File: config.mk
export PLATFORM = sky130hd
export DESIGN_NAME = line_buffer_mc
export DESIGN_NICKNAME = d
export VERILOG_FILES = /design/src/rtl/lb_pkg.sv /design/src/rtl/lb_row_ram.sv /design/src/rtl/line_buffer_mc.sv
export SDC_FILE = /design/constraint.sdc
export NUM_CORES = 1
export LEC_CHECK = 0
export CAP_MARGIN = 20
export CORE_MARGIN = 2
export CORE_UTILIZATION = 50
export CTS_BUF_LIST = sky130_fd_sc_hd__clkbuf_8
export CTS_CLUSTER_DIAMETER = 60
export DETAILED_ROUTE_END_ITERATION = 12
export DONT_BUFFER_PORTS = 1
export PLACE_DENSITY = 0.7
export SETUP_SLACK_MARGIN = 0.3
export SLEW_MARGIN = 10
export SYNTH_ARGS = -nofsm -noshare
export SYNTH_HDL_FRONTEND = slang
export SYNTH_HIERARCHICAL = 1
export SYNTH_SLANG_ARGS = --single-unit
File: constraint.sdc
create_clock -name clk -period 8.3 [get_ports clk]
set_input_delay 0.83 -clock clk [delete_from_list [all_inputs] [get_ports clk]]
set_output_delay 0.83 -clock clk [all_outputs]
set_load 0.02 [all_outputs]
File: src/rtl/lb_pkg.sv
// lb_pkg: shared defaults, pixel type and window arithmetic for line_buffer_mc.
//   No ports; imported by line_buffer_mc and its testbench.
package lb_pkg;
    localparam int LB_I_F_BW = 8;
    localparam int LB_IX = 28;
    localparam int LB_IY = 28;
    localparam int LB_KX = 5;
    localparam int LB_KY = 5;
    localparam int LB_CH = 1;
    localparam int LB_STRIDE = 1;

    typedef logic [LB_I_F_BW-1:0] pix_t;

    // windows along one axis
    function automatic int win_count(input int ix, input int kx, input int stride);
        return (ix - kx) / stride + 1;
    endfunction

    function automatic int win_bits(input int ch, input int ky, input int kx, input int bw);
        return ch * ky * kx * bw;
    endfunction

    // lsb of element (c,wy,wx) inside the flattened window
    function automatic int win_lsb(input int c, input int wy, input int wx,
                                   input int ky, input int kx, input int bw);
        return ((c * ky + wy) * kx + wx) * bw;
    endfunction

    localparam int LB_WIN_W = win_bits(LB_CH, LB_KY, LB_KX, LB_I_F_BW);
endpackage

File: src/rtl/lb_row_ram.sv
// lb_row_ram: simple dual-port line memory, one write port, registered 1-cycle read.
//   clk; we_i/waddr_i/wdata_i write port; raddr_i -> rdata_o one cycle later.
module lb_row_ram #(
    parameter int DEPTH = 28,
    parameter int W = 8,
    localparam int AW = $clog2(DEPTH)
) (
    input  logic          clk,
    input  logic          we_i,
    input  logic [AW-1:0] waddr_i,
    input  logic [W-1:0]  wdata_i,
    input  logic [AW-1:0] raddr_i,
    output logic [W-1:0]  rdata_o
);
    logic [W-1:0] mem_q [DEPTH];

    always_ff @(posedge clk) begin
        if (we_i) mem_q[waddr_i] <= wdata_i;
        rdata_o <= mem_q[raddr_i];
    end
endmodule

File: src/rtl/line_buffer_mc.sv
// line_buffer_mc: multi-channel strided sliding-window generator with valid/ready backpressure.
//   clk, reset (async, active-high), i_clear (sync frame abort, drops a concurrent beat)
//   i_in_valid/o_in_ready/i_in_pixel : raster-order input, CH channels per beat
//   o_window_valid/i_window_ready/o_window : KX x KY x CH window per qualifying position
//   o_if_x/o_if_y : top-left input coordinate of the window
//   o_frame_done : one-cycle pulse after the last pixel of a frame is accepted
module line_buffer_mc
    import lb_pkg::*;
#(
    parameter int I_F_BW = LB_I_F_BW,
    parameter int IX = LB_IX,
    parameter int IY = LB_IY,
    parameter int KX = LB_KX,
    parameter int KY = LB_KY,
    parameter int CH = LB_CH,
    parameter int STRIDE = LB_STRIDE
) (
    input  logic                                  clk,
    input  logic                                  reset,
    input  logic                                  i_clear,
    input  logic                                  i_in_valid,
    output logic                                  o_in_ready,
    input  logic [CH*I_F_BW-1:0]                  i_in_pixel,
    output logic                                  o_window_valid,
    input  logic                                  i_window_ready,
    output logic [win_bits(CH, KY, KX, I_F_BW)-1:0] o_window,
    output logic [$clog2(IX)-1:0]                 o_if_x,
    output logic [$clog2(IY)-1:0]                 o_if_y,
    output logic                                  o_frame_done
);
    localparam int XW = $clog2(IX);
    localparam int YW = $clog2(IY);
    localparam int PW = $clog2(STRIDE + 1);
    localparam int LW = CH * I_F_BW;

    logic [XW-1:0] x_q, x_d, x_n, if_x_q, if_x_d;
    logic [YW-1:0] y_q, y_d, y_n, if_y_q, if_y_d;
    logic [PW-1:0] px_q, px_d, px_n, py_q, py_d, py_n;
    logic x_last, y_last, qual, take;
    logic valid_q, valid_d, done_q, done_d;
    logic [LW-1:0] line_rd [KY-1];
    logic [I_F_BW-1:0] col [CH][KY];
    logic [I_F_BW-1:0] win_q [CH][KY][KX];
    logic [I_F_BW-1:0] win_d [CH][KY][KX];

    assign o_in_ready = !valid_q || i_window_ready;
    assign take = i_in_valid && o_in_ready && !i_clear;
    assign o_window_valid = valid_q;
    assign o_if_x = if_x_q;
    assign o_if_y = if_y_q;
    assign o_frame_done = done_q;

    // Phases track (x-(KX-1)) mod STRIDE and (y-(KY-1)) mod STRIDE without dividers.
    always_comb begin
        x_last = x_q == XW'(IX - 1);
        y_last = y_q == YW'(IY - 1);
        x_n = x_last ? '0 : x_q + XW'(1);
        y_n = !x_last ? y_q : y_last ? '0 : y_q + YW'(1);
        px_n = (x_n == XW'(KX - 1) || px_q == PW'(STRIDE - 1)) ? '0 : px_q + PW'(1);
        py_n = !x_last ? py_q : (y_n == YW'(KY - 1) || py_q == PW'(STRIDE - 1)) ? '0 : py_q + PW'(1);
        qual = x_q >= XW'(KX - 1) && y_q >= YW'(KY - 1) && px_q == '0 && py_q == '0;
        x_d = i_clear ? '0 : take ? x_n : x_q;
        y_d = i_clear ? '0 : take ? y_n : y_q;
        px_d = i_clear ? '0 : take ? px_n : px_q;
        py_d = i_clear ? '0 : take ? py_n : py_q;
        valid_d = i_clear ? 1'b0 : take ? qual : valid_q && !i_window_ready;
        if_x_d = i_clear ? '0 : (take && qual) ? x_q - XW'(KX - 1) : if_x_q;
        if_y_d = i_clear ? '0 : (take && qual) ? y_q - YW'(KY - 1) : if_y_q;
        done_d = take && x_last && y_last;
    end

    // Incoming column: current pixel at the bottom, line k (k rows back) above it.
    always_comb begin
        for (int c = 0; c < CH; c++) begin
            col[c][KY-1] = i_in_pixel[c*I_F_BW +: I_F_BW];
            for (int l = 0; l < KY - 1; l++) col[c][KY-2-l] = line_rd[l][c*I_F_BW +: I_F_BW];
        end
    end

    always_comb begin
        win_d = win_q;
        for (int c = 0; c < CH; c++) begin
            for (int wy = 0; wy < KY; wy++) begin
                for (int wx = 0; wx < KX - 1; wx++)
                    win_d[c][wy][wx] = i_clear ? '0 : take ? win_q[c][wy][wx+1] : win_q[c][wy][wx];
                win_d[c][wy][KX-1] = i_clear ? '0 : take ? col[c][wy] : win_q[c][wy][KX-1];
            end
        end
    end

    always_ff @(posedge clk or posedge reset) begin
        if (reset) begin
            x_q <= '0;
            y_q <= '0;
            px_q <= '0;
            py_q <= '0;
            valid_q <= 1'b0;
            if_x_q <= '0;
            if_y_q <= '0;
            done_q <= 1'b0;
            win_q <= '{default: '0};
        end else begin
            x_q <= x_d;
            y_q <= y_d;
            px_q <= px_d;
            py_q <= py_d;
            valid_q <= valid_d;
            if_x_q <= if_x_d;
            if_y_q <= if_y_d;
            done_q <= done_d;
            win_q <= win_d;
        end
    end

    for (genvar c = 0; c < CH; c++) begin : g_c
        for (genvar y = 0; y < KY; y++) begin : g_y
            for (genvar x = 0; x < KX; x++) begin : g_x
                assign o_window[win_lsb(c, y, x, KY, KX, I_F_BW) +: I_F_BW] = win_q[c][y][x];
            end
        end
    end

    // Reads are issued for the next beat's column (x_d) so data is ready when that
    // beat arrives; the write goes to x_q, so back-to-back beats never collide.
    for (genvar k = 0; k < KY - 1; k++) begin : g_line
        logic [LW-1:0] wdata;
        if (k == 0) begin : g_head
            assign wdata = i_in_pixel;
        end else begin : g_tail
            assign wdata = line_rd[k-1];
        end
        lb_row_ram #(.DEPTH(IX), .W(LW)) u_ram (
            .clk(clk),
            .we_i(take),
            .waddr_i(x_q),
            .wdata_i(wdata),
            .raddr_i(x_d),
            .rdata_o(line_rd[k])
        );
    end
endmodule

==> metrics <==
status=finished, final reports clean; final cell area excluding filler cells=about 0.050 mm2; Clock Tree Root=clkbuf_8; Yosys warnings=6; clock buffer count from CTS=180; Combinational Power Share=5.0%; Peak VDD IR=around 0.17 mV; sequential power share=54.3%; drt pass-1 iters=6; Setup Fix Bufs, Post-CTS=0; Pwr Total=12.0 mW; RSZ-0062 raised after global routing=no; syn avg cell area=15.6 um2; Leak Pwr=17.1 nW; number of port buffers=0; Worst Hold Class=input pin to register; setup TNS=0 ps; Placed Cells=~4,000; P_sw=2.77 mW; top cell type's share of synthesized area=59.3%; die area=0.0932 mm2; most common cell after layout, fill and taps aside=edfxtp_1; Max Clk Rate=between 200 and 250 MHz; die width=between 300 and 400 um; Synth area leader=edfxtp_1; Slew @ Worst Pin=1140 ps; Antenna Nets Post-Route=0; Tcrit/Tclk final=55.8%; Final Util=55.7%; vias in the first global route=25,700; CP Class=register to register; starting density of the core=roughly 50%; commonest cells after routing, fill and taps aside=edfxtp_1 (896), nand2_1 (442), mux2i_1 (283), a21oi_1 (227), dfrtp_1 (224); max_slew headroom=24.1%; post-CTS sizing=0; Critical Path RT=about 9000 ps; Cell Rows=110; mapped cell area=~0.045 mm2; CP Launch Type=register; fin worst setup slack=around 3700 ps; gr usage total=23.2%; Clk pwr share=40.7%; Clock Pin Slew Worst Setup and Hold Paths=60 ps; Crit. End Element=register; GPL Wtd Cong=0.873; Yosys reg bits=1,152; largest net degree at the start of global routing=218; DR WL/cell=25.5 um; PwrDens=about 240 mW/mm2; CTS H-Tree Depth=4; Fin Clk Skew=40.4 ps; initial antenna violation count=3; WL final=110,000 um; final net count=3,001; Via density=6.04; WP data arrival=about 5300 ps; max-slew violation count=0; core area=0.0900 mm2; Switching Share=23.1%; IO Pins=226; ys flop type=edfxtp_1; DRT iter0 DRCs=3,063; die height=305 um; Syn-to-layout area delta=10.5%; Post-synth EDFFs=roughly 900; fraction of registers with async set/reset=between 10% and 20%; # hold bufs at CTS=2; CP max FO=90; clock buffer depth=3; pre-CTS setup slack=3070 ps; CTS tree=done; clk sink count=around 1,200; Yosys cell types=53; Area contributors post-synth=edfxtp_1 (59%), dfrtp_1 (12%), mux2i_1 (6.2%); Final Hold Fails=0; Int Power=9.22 mW; FILL cells=6,918; sequential area share after synthesis=73.0%; max-cap violation count=0; Clock Latency Late Sink=850 ps; fraction of layout cells with a size suffix above 1=12.8%; global-route wire length before repair=roughly 160,000 um; post-synth net total=2,931; final global-route overflow total=0; Residual DRC=0; fin cells=roughly 4,300; Synth Instances=2,906; fin crit period=4630 ps; Detailed Place HPWL=67,900 um; final setup fails=0; hold_ws=approximately 68 ps; routed via count=26,100; Placement Cell Area=0.0462 mm2
cells in the mapped netlist, types with 12 or more instances:
master      n
a31oi_1    15
dfrtp_1   224
clkbuf_1   66
buf_2      56
nor2_1    137
nand2_1   443
buf_6      13
mux2i_1   283
a22oi_1   100
a221oi_1   12
ha_1       12
nor2b_1    15
a21o_1     12
a21oi_1   230
o21ai_1    12
or3b_2     16
buf_8      12
mux4_2     48
nand4_1    22
mux4_1     44
o22ai_1    12
nand3b_1   24
dfxtp_1    32
edfxtp_1  896
nand3_1    91
nand2b_1   12
final cells by class:
cell class / instances / area (um2) / area share [%]
Inverter: 9 / 41.3 / 0.0823
Timing Repair Buffer: 59 / 571 / 1.14
Multi-Input combinational cell: 1574 / 11200 / 22.2
Antenna cell: 5 / 12.5 / 0.0249
Sequential cell: 1152 / 33200 / 66.1
Tap cell: 1176 / 1470 / 2.93
Clock inverter: 132 / 916 / 1.83
Clock buffer: 207 / 2850 / 5.68
routing by layer:
| metal | up-vias | global-route usage, % | wire length [um] |
|---|---|---|---|
| met2 | 1387 | 36.4 | 52500 |
| met5 | - | 0 | 0 |
| met4 | 0 | 7.16 | 2580 |
| li1 | 11200 | - | - |
| met3 | 210 | 6.14 | 10900 |
| met1 | 13300 | 32.1 | 44100 |
sequential cells by signal (all words and copies together), names as in the netlist, 5 cells and up:
| register | count |
|---|---|
| g_line.u_ram/mem_q | 896 |
| o_if_y | 5 |
| o_window | 200 |
| o_if_x | 5 |
| x_q | 5 |
| y_q | 5 |
| g_line.u_ram/rdata_o | 32 |
worst paths after layout:
kind / slack (ps) / to / from / cells after the start
worst max-delay path: 3670 / g_line[2].u_ram/rdata_o[1] / x_q[0] / 10
worst min-delay path: 70 / o_window[21] / i_clear / 1
worst max register to register: 3670 / g_line[2].u_ram/rdata_o[1] / x_q[0] / 10
worst min register to register: 430 / o_window[37] / g_line[3].u_ram/rdata_o[5] / 2
max in group asynchronous: 6210 / o_window[33] / reset / 3
min in group asynchronous: 620 / o_window[180] / reset / 2
power groups by stage:
stage	clock network, mW	logic [mW]	registers, mW
2_1_floorplan	0	0.378	6.62
3_3_place_gp	0	0.508	6.66
3_5_place_dp	0	0.549	6.66
4_1_cts	4.95	0.551	6.54
5_1_grt	5.22	0.641	6.51
6_report	4.88	0.598	6.51
critical path, stage by stage (launching register included):
cell     delay (ps)
dfrtp_1         670
ha_1            420
and3_1          280
or3_2           480
a21oi_4         260
buf_12          510
buf_4           770
mux4_1          660
o22ai_1         180
a21o_1          110
a31oi_1          50
kinds of logic (layout without fill, tap and decap cells):
kind of cell             count (synthesis)  in the layout  share of synthesized area [%]
flip-flops                            1152           1152                           73.0
AND/OR/NAND/NOR                        782            782                           7.57
AO/OA/AOI/OAI                          400            400                           5.24
multiplexers                           378            378                           11.2
buffers and inverters                  180            407                           2.54
adder cells (fa/ha/maj)                 12             12                          0.331
XOR/XNOR                                 2              2                         0.0386
other                                    0              5                              0
No activity file was read; power rests on OpenSTA's default activity.
